[src/rtl/shift_pkg.sv]
// Shared types and helpers for the shift command pipeline.
//   DATA_W / AMT_W : datapath width and shift-amount width
//   shift_cmd_t    : one shift command {data, amt, right}
//   DIR_LEFT/RIGHT : encodings of the direction bit
//   shift_carry()  : last bit shifted out of a command's operand
package shift_pkg;

  localparam int DATA_W = 8;
  localparam int AMT_W  = $clog2(DATA_W);

  localparam logic DIR_LEFT  = 1'b0;
  localparam logic DIR_RIGHT = 1'b1;

  typedef struct packed {
    logic [DATA_W-1:0] data;
    logic [AMT_W-1:0]  amt;
    logic              right;
  } shift_cmd_t;

  // Carry is the last bit to leave the operand: data[k-1] for a right shift,
  // data[WIDTH-k] for a left shift, and 0 when nothing is shifted.
  // 0 - amt in AMT_W bits wraps to DATA_W - amt because DATA_W is a power of two.
  function automatic logic shift_carry(input shift_cmd_t cmd);
    logic carry;
    carry = 1'b0;
    if (cmd.amt == {AMT_W{1'b0}}) begin
      carry = 1'b0;
    end else if (cmd.right == DIR_RIGHT) begin
      carry = cmd.data[cmd.amt - AMT_W'(1)];
    end else begin
      carry = cmd.data[AMT_W'(0) - cmd.amt];
    end
    return carry;
  endfunction

endpackage

[src/rtl/lshift_core.sv]
// Combinational logical shifter (zero fill, no rotate).
//   data  : operand
//   amt   : shift amount, 0..DATA_W-1
//   right : 1 = logical right, 0 = logical left
//   out   : shifted operand
//   carry : last bit shifted out, 0 when amt is 0
module lshift_core
  import shift_pkg::*;
(
  input  logic [DATA_W-1:0] data,
  input  logic [AMT_W-1:0]  amt,
  input  logic              right,
  output logic [DATA_W-1:0] out,
  output logic              carry
);

  shift_cmd_t cmd_s;

  // Shift the operand and pick the departing bit as carry.
  always_comb begin
    cmd_s = '{data: data, amt: amt, right: right};
    out   = {DATA_W{1'b0}};
    if (right == DIR_RIGHT) begin
      out = data >> amt;
    end else begin
      out = data << amt;
    end
    carry = shift_carry(cmd_s);
  end

endmodule

[src/rtl/shift_cmd_pipe.sv]
// Two-stage valid/ready pipeline around lshift_core.
// Stage 1 registers the incoming command, stage 2 registers the shifted
// result with its zero flag and carry.
//   clk, rst_n          : clock, asynchronous active-low reset
//   clear               : synchronous flush of both stages (data kept)
//   in_valid/in_ready   : command handshake; in_data, in_amt, in_right
//   out_valid/out_ready : result handshake; out_data, out_zero, out_carry
//   busy                : any stage holds a command
module shift_cmd_pipe
  import shift_pkg::*;
#(
  parameter int WIDTH = DATA_W,
  localparam int SHW = $clog2(WIDTH)
) (
  input  logic             clk,
  input  logic             rst_n,
  input  logic             clear,
  input  logic             in_valid,
  output logic             in_ready,
  input  logic [WIDTH-1:0] in_data,
  input  logic [SHW-1:0]   in_amt,
  input  logic             in_right,
  output logic             out_valid,
  input  logic             out_ready,
  output logic [WIDTH-1:0] out_data,
  output logic             out_zero,
  output logic             out_carry,
  output logic             busy
);

  shift_cmd_t       s1_cmd_q, s1_cmd_d;
  logic             s1_valid_q, s1_valid_d;
  logic             s2_valid_q, s2_valid_d;
  logic [WIDTH-1:0] s2_data_q, s2_data_d;
  logic             s2_zero_q, s2_zero_d;
  logic             s2_carry_q, s2_carry_d;

  logic             s2_adv;
  logic             s1_adv;
  logic             accept;
  logic             load2;
  logic [WIDTH-1:0] core_out;
  logic             core_carry;

  lshift_core u_core (
    .data  (s1_cmd_q.data),
    .amt   (s1_cmd_q.amt),
    .right (s1_cmd_q.right),
    .out   (core_out),
    .carry (core_carry)
  );

  // Handshake: a stage may advance when it is empty or its consumer drains it.
  // in_ready includes rst_n so nothing is accepted while reset is asserted.
  always_comb begin
    s2_adv   = !s2_valid_q | out_ready;
    s1_adv   = !s1_valid_q | s2_adv;
    in_ready = s1_adv & rst_n & !clear;
    accept   = in_valid & in_ready;
    load2    = s1_valid_q & s2_adv & !clear;
  end

  // Stage 1 next state: capture on accept, otherwise empty out when drained.
  always_comb begin
    s1_cmd_d   = s1_cmd_q;
    s1_valid_d = s1_valid_q;
    if (clear) begin
      s1_valid_d = 1'b0;
    end else if (accept) begin
      s1_valid_d = 1'b1;
      s1_cmd_d   = '{data: in_data, amt: in_amt, right: in_right};
    end else if (s1_adv) begin
      s1_valid_d = 1'b0;
    end else begin
      s1_valid_d = s1_valid_q;
    end
  end

  // Stage 2 next state: load the shifter result, otherwise empty out when taken.
  always_comb begin
    s2_valid_d = s2_valid_q;
    s2_data_d  = s2_data_q;
    s2_zero_d  = s2_zero_q;
    s2_carry_d = s2_carry_q;
    if (clear) begin
      s2_valid_d = 1'b0;
    end else if (load2) begin
      s2_valid_d = 1'b1;
      s2_data_d  = core_out;
      s2_zero_d  = (core_out == {WIDTH{1'b0}});
      s2_carry_d = core_carry;
    end else if (out_ready) begin
      s2_valid_d = 1'b0;
    end else begin
      s2_valid_d = s2_valid_q;
    end
  end

  // Pipeline state registers.
  always_ff @(posedge clk or negedge rst_n) begin
    if (!rst_n) begin
      s1_cmd_q   <= '{data: {DATA_W{1'b0}}, amt: {AMT_W{1'b0}}, right: 1'b0};
      s1_valid_q <= 1'b0;
      s2_valid_q <= 1'b0;
      s2_data_q  <= {WIDTH{1'b0}};
      s2_zero_q  <= 1'b0;
      s2_carry_q <= 1'b0;
    end else begin
      s1_cmd_q   <= s1_cmd_d;
      s1_valid_q <= s1_valid_d;
      s2_valid_q <= s2_valid_d;
      s2_data_q  <= s2_data_d;
      s2_zero_q  <= s2_zero_d;
      s2_carry_q <= s2_carry_d;
    end
  end

  // Outputs come straight from the stage registers.
  always_comb begin
    out_valid = s2_valid_q;
    out_data  = s2_data_q;
    out_zero  = s2_zero_q;
    out_carry = s2_carry_q;
    busy      = s1_valid_q | s2_valid_q;
  end

endmodule
[config.mk]
export PLATFORM = sky130hd
export DESIGN_NAME = shift_cmd_pipe
export DESIGN_NICKNAME = d
export VERILOG_FILES = /design/src/rtl/shift_pkg.sv /design/src/rtl/lshift_core.sv /design/src/rtl/shift_cmd_pipe.sv
export SDC_FILE = /design/constraint.sdc
export NUM_CORES = 1
export LEC_CHECK = 0
export CORE_MARGIN = 3
export CORE_UTILIZATION = 56
export DETAILED_ROUTE_END_ITERATION = 10
export PLACE_DENSITY_LB_ADDON = 0.25
export SYNTH_ARGS = -nofsm -noshare
export SYNTH_HDL_FRONTEND = slang
export SYNTH_HIERARCHICAL = 1
export SYNTH_SLANG_ARGS = --single-unit
[constraint.sdc]
create_clock -name clk -period 5.73 [get_ports clk]
set_clock_uncertainty 0.05 [all_clocks]
set_input_delay 1.146 -clock clk [delete_from_list [all_inputs] [get_ports clk]]
set_output_delay 1.146 -clock clk [all_outputs]
set_load 0.02 [all_outputs]
==> results.tsv <==
metric	value	unit
powerDensity	377	nW/um2
path_max_fanout	26	
ios	30	
route.vias.total	1241	
ys_seq_area_share	35.7	%
cts-resized-gates	0	
ir_drop	232	uV
power_frac_seq	38.0	%
outcome	finished, final reports clean	
synthFlopType	dfrtp_1	
finalCritPeriodShare	68.8	%
drive_gt1_share	21.8	%
top_usage_layer	met2	
use_met2	32.7	%
grt_antenna_before_repair	0	
drt_pass1_iterations	4	
synth_cell_types	34	
cts.sinks	24	
grt_use_met1	26.3	%
syn_nets	159	
synthTopCellsByCount	dfrtp_1, mux2i_1, mux2_2	
power_switching	0.277	mW
worst_slew_pin_slew	904	ps
combPwrFrac	49.8	%
die_y	60.8	um
die_area	3690	um2
hold_class	reg2reg	
cts_buffers	3	
critPathLaunchType	input port	
synthTopCellsByArea	dfrtp_1, mux2i_1, mux2_2, mux2_4, mux4_1	
arrival	2750	ps
die_w	60.8	um
gr-total-overflow	0	
viasPerCell	6.33	
setup_tns	0	ps
yosysWarnings	6	
grt_pass1_wl	5.40	mm
synth_area_per_cell	12.1	um2
cp.required	4530	ps
clkTransAtPathRegs	130	ps
ys_ff_latch	24	
max_cap_viol_count	0	
synth_cells	139	
htreeDepth	1	
clkLatencyLatePin	320	ps
fmax	254	MHz
p_int	0.464	mW
grt_max_degree	27	
cp-end-kind	output port	
core-area	2810	um2
p_sw_share	37.4	%
clockPowerShare	12.2	%
dp_hpwl	2.55	mm
cts_tree	yes	
p_leak	0.858	nW
nets	186	
track_usage	19.7	%
fillCellCount	212	
io_buffers	29	
gp_congestion	0.810	
rsz0062_at_grt	no	
async_reset_ff_share	100	%
clk_path_buf_depth	2	
cts_hold_buf	0	
synth_enable_flop_cells	0	
fin_crit	3940	ps
syn_to_final_growth	16.8	%
wl_per_cell	17.8	um
dr.first_iter.drc_count	88	
drc	0	
synth_top_area_share	35.7	%
synth_most_common_cell	dfrtp_1	
setup_viol	0	
rows	19	
hold_viol	0	
yosys.area.top_type	dfrtp_1	
max_slew_margin	39.7	%
wl	3.48	mm
slew_viol_final	0	
initial_core_util	59.9	%
grt_pass1_vias	1130	
power	0.740	mW
critical_path_class	in2out	
netlist_area	1680	um2
antenna_cells	0	
post_cts_buffers	0	
final_antenna_net_count	0	
cts-root-buf	clkbuf_4	
grt_util_met3	2.77	%
[logic make-up (layout without fill, tap and decap cells)]
kind of cell	count (synthesis)	in the layout	synth area share, %
flip-flops	24	24	35.7
adder cells (fa/ha/maj)	3	3	2.23
XOR/XNOR	1	1	0.521
buffers and inverters	15	41	7.00
AO/OA/AOI/OAI	21	21	7.30
AND/OR/NAND/NOR	28	28	8.71
multiplexers	47	47	38.5
[flip-flops by register name (all words and copies together) (netlist names)]
signal	cells
s1_cmd_q	12
out_data	8
out_carry	1
out_valid	1
out_zero	1
s1_valid_q	1
[metal layers]
metal	up-vias	wire length, um
met4	0	47
li1	575	-
met2	59	1760
met1	599	1430
met5	-	0
met3	8	244
[cells in the final DEF, fill, tap and decap left out, types with 2 or more instances in the layout]
cell type        instances
clkdlybuf4s50_1         29
dfrtp_1                 24
mux2i_1                 17
mux2_2                  13
nand2_1                 11
mux2_4                   9
a21oi_1                  7
inv_1                    4
mux4_1                   4
nand3_1                  4
mux4_2                   4
o21ai_0                  4
nor2_1                   3
clkbuf_4                 3
ha_1                     3
nor4_1                   2
nand2b_2                 2
o22ai_1                  2
clkinv_1                 2
nor3_1                   2
o21ai_1                  2
a31oi_1                  2
[worst paths after layout]
path | depth (start not counted) | slack [ps] | end | from
setup / recovery | 4 | 1790 | in_ready | rst_n
hold / removal | 1 | 470 | out_carry | out_carry
setup reg to reg | 7 | 2870 | out_carry | s1_cmd_q[1]
hold reg to reg | 1 | 470 | out_carry | out_carry
max in group asynchronous | 2 | 4270 | s1_cmd_q[0] | rst_n
min in group asynchronous | 2 | 1120 | s1_cmd_q[3] | rst_n
[cell type report]
| class | count | area [um2] | share of cell area (%) |
|---|---|---|---|
| timing repair buffer | 30 | 298 | 15.2 |
| inverter | 7 | 26.3 | 1.34 |
| clock buffer | 4 | 36.3 | 1.85 |
| multi-input combinational | 100 | 962 | 49.0 |
| sequential | 24 | 601 | 30.6 |
| tap | 31 | 38.8 | 1.98 |
[power groups by stage]
| stage | logic (mW) | registers (mW) | clock network (mW) |
|---|---|---|---|
| 6_report | 0.368 | 0.281 | 0.0905 |
| 5_1_grt | 0.392 | 0.292 | 0.103 |
| 4_1_cts | 0.369 | 0.281 | 0.0948 |
| 3_5_place_dp | 0.368 | 0.285 | 0 |
| 3_3_place_gp | 0.356 | 0.278 | 0 |
| 2_1_floorplan | 0.236 | 0.296 | 0 |
[stage by stage]
step	setup slack, ps	util, %	area (um2)	std cells	hold slack, ps
floorplan	2960	-	1680	139	448
global placement	1790	68.6	1930	192	439
detailed placement	1760	68.6	1930	192	447
CTS	1750	69.9	1960	196	479
global route	1700	69.9	1960	196	502
finish	1790	69.9	1960	196	473
[critical path: stages]
cell and delay, ps:
clkdlybuf4s50_1 450, buf_4 300, and3b_2 240, clkdlybuf4s50_1 600
No activity file was read; power rests on OpenSTA's default activity.
